<file path="src/rtl/dot_product_accumulator_if.sv">
// Handshake bundle between the multiplier front end, the accumulator and
// the downstream result consumer.
interface dot_product_accumulator_if #(
  parameter int unsigned ACC_W = 12
);
  logic             clr;
  logic             in_valid;
  logic             in_ready;
  logic [7:0]       in_product;
  logic             out_valid;
  logic             out_ready;
  logic [ACC_W-1:0] out_sum;
  logic             out_ovf;
  logic [4:0]       term_cnt;

  // Accumulator side
  modport slave (
    input  clr, in_valid, in_product, out_ready,
    output in_ready, out_valid, out_sum, out_ovf, term_cnt
  );

  // Producer / consumer side
  modport master (
    output clr, in_valid, in_product, out_ready,
    input  in_ready, out_valid, out_sum, out_ovf, term_cnt
  );
endinterface

</file>
<file path="src/rtl/dot_product_accumulator.sv">
// Sums groups of N_TERMS unsigned 8-bit products into an ACC_W-bit result
// with a sticky overflow flag, presented on a valid/ready output.
module dot_product_accumulator #(
  parameter int unsigned N_TERMS = 4,
  parameter int unsigned ACC_W   = 12
) (
  input  logic                       clk,
  input  logic                       rst,
  dot_product_accumulator_if.slave   bus
);

  typedef enum logic {ST_ACC, ST_DONE} state_t;

  localparam logic [4:0] LAST = 5'(N_TERMS - 1);

  state_t           state_q, state_d;
  logic [ACC_W-1:0] acc_q, acc_d;
  logic [4:0]       cnt_q, cnt_d;
  logic             ovf_q, ovf_d;
  logic             out_valid_q, out_valid_d;
  logic [ACC_W-1:0] out_sum_q, out_sum_d;
  logic             out_ovf_q, out_ovf_d;

  logic             in_ready;
  logic             accept;
  logic [ACC_W:0]   sum;

  // Ready, accept qualification and the widened add (bit ACC_W is the carry)
  always_comb begin
    in_ready = (state_q == ST_ACC) | bus.out_ready;
    accept   = bus.in_valid & in_ready & ~bus.clr;
    sum      = {1'b0, acc_q} + {{(ACC_W - 7){1'b0}}, bus.in_product};
  end

  // Next-state logic; acc and cnt are always zero in DONE, so a product
  // accepted there flows through the same path as a first term in ACC,
  // which also covers the N_TERMS==1 back-to-back completion case.
  always_comb begin
    state_d     = state_q;
    acc_d       = acc_q;
    cnt_d       = cnt_q;
    ovf_d       = ovf_q;
    out_valid_d = out_valid_q;
    out_sum_d   = out_sum_q;
    out_ovf_d   = out_ovf_q;

    if (state_q == ST_DONE && bus.out_ready) begin
      out_valid_d = 1'b0;
      state_d     = ST_ACC;
    end

    if (bus.clr) begin
      acc_d = '0;
      cnt_d = '0;
      ovf_d = 1'b0;
    end else if (accept) begin
      if (cnt_q == LAST) begin
        out_sum_d   = sum[ACC_W-1:0];
        out_ovf_d   = ovf_q | sum[ACC_W];
        out_valid_d = 1'b1;
        acc_d       = '0;
        cnt_d       = '0;
        ovf_d       = 1'b0;
        state_d     = ST_DONE;
      end else begin
        acc_d = sum[ACC_W-1:0];
        cnt_d = cnt_q + 5'd1;
        ovf_d = ovf_q | sum[ACC_W];
      end
    end
  end

  // State and datapath registers
  always_ff @(posedge clk or posedge rst) begin
    if (rst) begin
      state_q     <= ST_ACC;
      acc_q       <= '0;
      cnt_q       <= '0;
      ovf_q       <= 1'b0;
      out_valid_q <= 1'b0;
      out_sum_q   <= '0;
      out_ovf_q   <= 1'b0;
    end else begin
      state_q     <= state_d;
      acc_q       <= acc_d;
      cnt_q       <= cnt_d;
      ovf_q       <= ovf_d;
      out_valid_q <= out_valid_d;
      out_sum_q   <= out_sum_d;
      out_ovf_q   <= out_ovf_d;
    end
  end

  // Output drive
  always_comb begin
    bus.in_ready  = in_ready;
    bus.out_valid = out_valid_q;
    bus.out_sum   = out_sum_q;
    bus.out_ovf   = out_ovf_q;
    bus.term_cnt  = cnt_q;
  end

endmodule

</file>
<file path="src/flat_wrapper.sv">
// flat-port wrapper written by rule: the top's interface ports become plain ports
module dot_product_accumulator_flat 
#(
  parameter int unsigned N_TERMS = 4,
  parameter int unsigned ACC_W   = 12
)
  (clk, rst, bus_clr, bus_in_valid, bus_in_product, bus_out_ready, bus_in_ready, bus_out_valid, bus_out_sum, bus_out_ovf, bus_term_cnt);
  dot_product_accumulator_if #(.ACC_W(ACC_W)) bus_i ();
  input  logic clk;
  input  logic rst;
  input wire logic [$bits(bus_i.clr)-1:0] bus_clr;
  input wire logic [$bits(bus_i.in_valid)-1:0] bus_in_valid;
  input wire logic [$bits(bus_i.in_product)-1:0] bus_in_product;
  input wire logic [$bits(bus_i.out_ready)-1:0] bus_out_ready;
  output wire logic [$bits(bus_i.in_ready)-1:0] bus_in_ready;
  output wire logic [$bits(bus_i.out_valid)-1:0] bus_out_valid;
  output wire logic [$bits(bus_i.out_sum)-1:0] bus_out_sum;
  output wire logic [$bits(bus_i.out_ovf)-1:0] bus_out_ovf;
  output wire logic [$bits(bus_i.term_cnt)-1:0] bus_term_cnt;
  assign bus_i.clr = bus_clr;
  assign bus_i.in_valid = bus_in_valid;
  assign bus_i.in_product = bus_in_product;
  assign bus_i.out_ready = bus_out_ready;
  assign bus_in_ready = bus_i.in_ready;
  assign bus_out_valid = bus_i.out_valid;
  assign bus_out_sum = bus_i.out_sum;
  assign bus_out_ovf = bus_i.out_ovf;
  assign bus_term_cnt = bus_i.term_cnt;
  dot_product_accumulator #(.N_TERMS(N_TERMS), .ACC_W(ACC_W)) u_core (.clk(clk), .rst(rst), .bus(bus_i));
endmodule
</file>
<file path="config.mk">
export PLATFORM = sky130hd
export DESIGN_NAME = dot_product_accumulator_flat
export DESIGN_NICKNAME = d
export VERILOG_FILES = /design/src/rtl/dot_product_accumulator_if.sv /design/src/rtl/dot_product_accumulator.sv /design/src/flat_wrapper.sv
export SDC_FILE = /design/constraint.sdc
export NUM_CORES = 1
export LEC_CHECK = 0
export CAP_MARGIN = 20
export CORE_MARGIN = 3
export CORE_UTILIZATION = 30
export DETAILED_ROUTE_END_ITERATION = 10
export PLACE_DENSITY = 0.51
export SLEW_MARGIN = 20
export SYNTH_ARGS = -nofsm -noshare
export SYNTH_HDL_FRONTEND = slang
export SYNTH_SLANG_ARGS = --single-unit
</file>
<file path="constraint.sdc">
create_clock -name clk -period 3.1 [get_ports clk]
set_input_delay 0.31 -clock clk [delete_from_list [all_inputs] [get_ports clk]]
set_output_delay 0.31 -clock clk [all_outputs]
set_load 0.01 [all_outputs]
</file>
==> out/metrics.cfg <==
[outcome]
outcome = complete, no violations

[clock_network]
clk_pin_slew_ns = 0.06
cts_setup_buffers = 0
cts.htree.levels = 2
ctsResizeCount = 0
clk_path_buf_depth = 2
cts_tree = yes
cts_sinks = 33
clk_latency_ns = 0.28
ctsRootBufferMaster = clkbuf_8
cts_inserted_buffers = 5
cts.hold.buffers_added = 0

[power]
ir_drop_mv = 0.2065
power.leakage_uw = 0.001004
power_density_nw_per_um2 = 497.1

[routing]
vias_per_cell = 4.901
antenna_left = 0
drt-total-wl_mm = 3.876
vias = 1343
drc = 0
drtIter0Drc = 48
wire_per_inst_um = 14.15
drt_pre_antenna_iters = 3

[placed_design]
pre_cts_slack_ns = 0.5065
dp_hpwl_mm = 2.829
portBuffers = 32
gp_congestion = 0.7989
post_dp_cell_area_sq_um = 2185
placedCellCount = 267

[timing]
finalCritPeriodShare_pct = 74.19
tightest_slew_ns = 0.8753
fin_crit_ns = 2.300
finalHoldViolations = 0
rsz0062_at_grt = false
fin_worst_skew_ns = 0.004292
slew_headroom_pct = 41.65
setup_tns_ns = 0
clock.fmax_ghz = 0.4348
setup_viol = 0
slew_violations = 0
worst_slack_ns = 0.8001

[die]
coreArea_sq_um = 5642
start_util_pct = 31.63
die_w_um = 83.12
die-area_sq_um = 6909
die_y_um = 83.12
placementRows = 27
boundaryPins = 33

[global_route]
grt_pass1_wl_mm = 6.900
grt_max_degree = 34
grt-ovfl-total = 0
grt_pass1_vias = 1468
grt_usage_pct = 12.21
antenna_found_initial = 0

[finish]
finalInstanceArea_sq_um = 2271
drive_gt1_share_pct = 11.88
area_delta_synth_final_pct = 27.28
fin_nets = 225
antennaDiodeCount = 0
stdcell_count = 274

[synthesis]
yosys.area.top_type = dfrtp_1
yosysSeqAreaShare_pct = 46.28
synth_nets = 188
yosysUniqueCellTypes = 38
syn_inst = 165
synth_top_area_share_pct = 46.28
synth-seq-cells = 33
netlist_top_cells_area = dfrtp_1 46%, ha_1 6.3%, nand2_1 5.3%
yosysWarningCount = 0
avgSynthCellArea_sq_um = 10.81
syn_area_sq_um = 1784

[setup_path]
start_kind = input port
path_class = in -> reg
path_cells = clkdlybuf4s50_1 > ha_1 > inv_1 > fa_1 > nor2b_1 > o21a_1 > a31o_4 > o2111ai_4 > or3_1 > o21ai_0
path_max_fanout = 4
required_ns = 3.30
cp-end-kind = flip-flop
crit_path_top_delay_cell = clkdlybuf4s50_1
worst_ep_arrival_time_ns = 2.50
cpPeakStageDelay_ns = 0.46

[flow_run]
cap_violations = 0

[min_path]
hold_path_class = in -> async

[where the power goes]
| group | switching (uW) | total, uW | internal, uW |
|---|---|---|---|
| Combinational | 144 | 302 | 158 |
| Sequential | 27.7 | 504 | 476 |
| Clock | 147 | 323 | 176 |
[critical path: cells and delay by family]
family / cells / cell delay, ns
buffers and inverters: 2 / 0.52
adder cells (fa/ha/maj): 2 / 0.58
AND/OR/NAND/NOR: 2 / 0.46
AO/OA/AOI/OAI: 4 / 0.62
[layout by cell type (no fill, tap or decap), types with 2 or more instances in the layout]
cell type	Yosys	final
ha_1	9	9
nor2_1	5	5
o21ai_1	4	4
mux2_4	4	4
mux2_2	2	2
nand2_1	25	25
clkbuf_8	0	6
clkdlybuf4s50_1	0	32
buf_4	0	2
dfrtp_1	33	33
or3_1	4	4
o21ai_0	13	13
a21oi_2	2	2
xor2_1	5	5
a21o_1	5	5
a21oi_1	11	11
inv_1	7	7
a22o_1	6	6
nand3_1	2	2
xnor2_1	6	6
[routing by layer]
layer	track usage (%)	up-vias	part of all wire, %
li1	-	653	-
met1	14.94	661	46
met2	19.97	22	48
met3	3.671	7	3.4
met4	5.052	0	2.0
met5	0	-	0
[final timing paths]
path,start,endpoint,slack (ns),depth (start not counted)
max,bus_in_product[0],u_core.acc_q[10],0.80,10
min reg2reg,u_core.bus.out_valid,u_core.bus.out_valid,0.48,2
max in group asynchronous,rst,u_core.bus.out_sum[9],2.37,3
min in group clk,u_core.bus.out_valid,u_core.bus.out_valid,0.48,2
min,rst,u_core.bus.out_sum[11],0.42,3
max reg2reg,u_core.acc_q[0],u_core.acc_q[10],0.94,9
[registers in the layout (all words and copies together) (netlist names)]
name and flops:
u_core.bus.term_cnt 5, u_core.ovf_q 1, u_core.acc_q 12, u_core.bus.out_sum 12, u_core.state_q 1, u_core.bus.out_valid 1, u_core.bus.out_ovf 1
[kinds of logic after synthesis]
family	after synthesis	share of synthesized area, %
fa+ha+maj	10	7.434
xor+xnor	11	5.400
compound gates	50	20.55
flops	33	46.28
buf+inv	11	2.875
mux	6	4.628
simple gates	44	12.83
[synth_stat cells (all sizes together)]
cell and number:
nand2 25, clkbuf 1, o21ba 1, a22o 6, o21a 1, a21boi 1, ha 9, mux2 6
dfrtp 33, or3b 1, nand3 3, inv 7, or4 1, buf 3, o31ai 1, a21oi 13
and2 1, a211oi 1, or3 4, nand2b 1, a21o 5, a211o 1, a31o 1, nor2b 1
nor2 5, xnor2 6, o21ai 17, fa 1, xor2 5, o2111ai 1, nor3 2, o21bai 1
[metrics by stage]
stage | utilization (%) | hold WS, ns | total power, uW
2_1_floorplan | - | 0.3731 | 696.2
3_3_place_gp | 38.72 | 0.4621 | 813.1
3_5_place_dp | 38.72 | 0.4653 | 815.3
4_1_cts | 40.25 | 0.4308 | 1148
5_1_grt | 40.25 | 0.4892 | 1198
6_report | 40.25 | 0.4247 | 1129
[final cells by class]
class / instances / area [sq um]
multi-input cells: 121 / 907.1
flip-flops and latches: 33 / 825.8
clock buffers: 7 / 86.33
fillers: 559 / 3371
inverters: 7 / 26.28
repair buffers: 34 / 335.3
well taps: 72 / 90.09
Note: power is estimated with default switching activity, not from simulation.
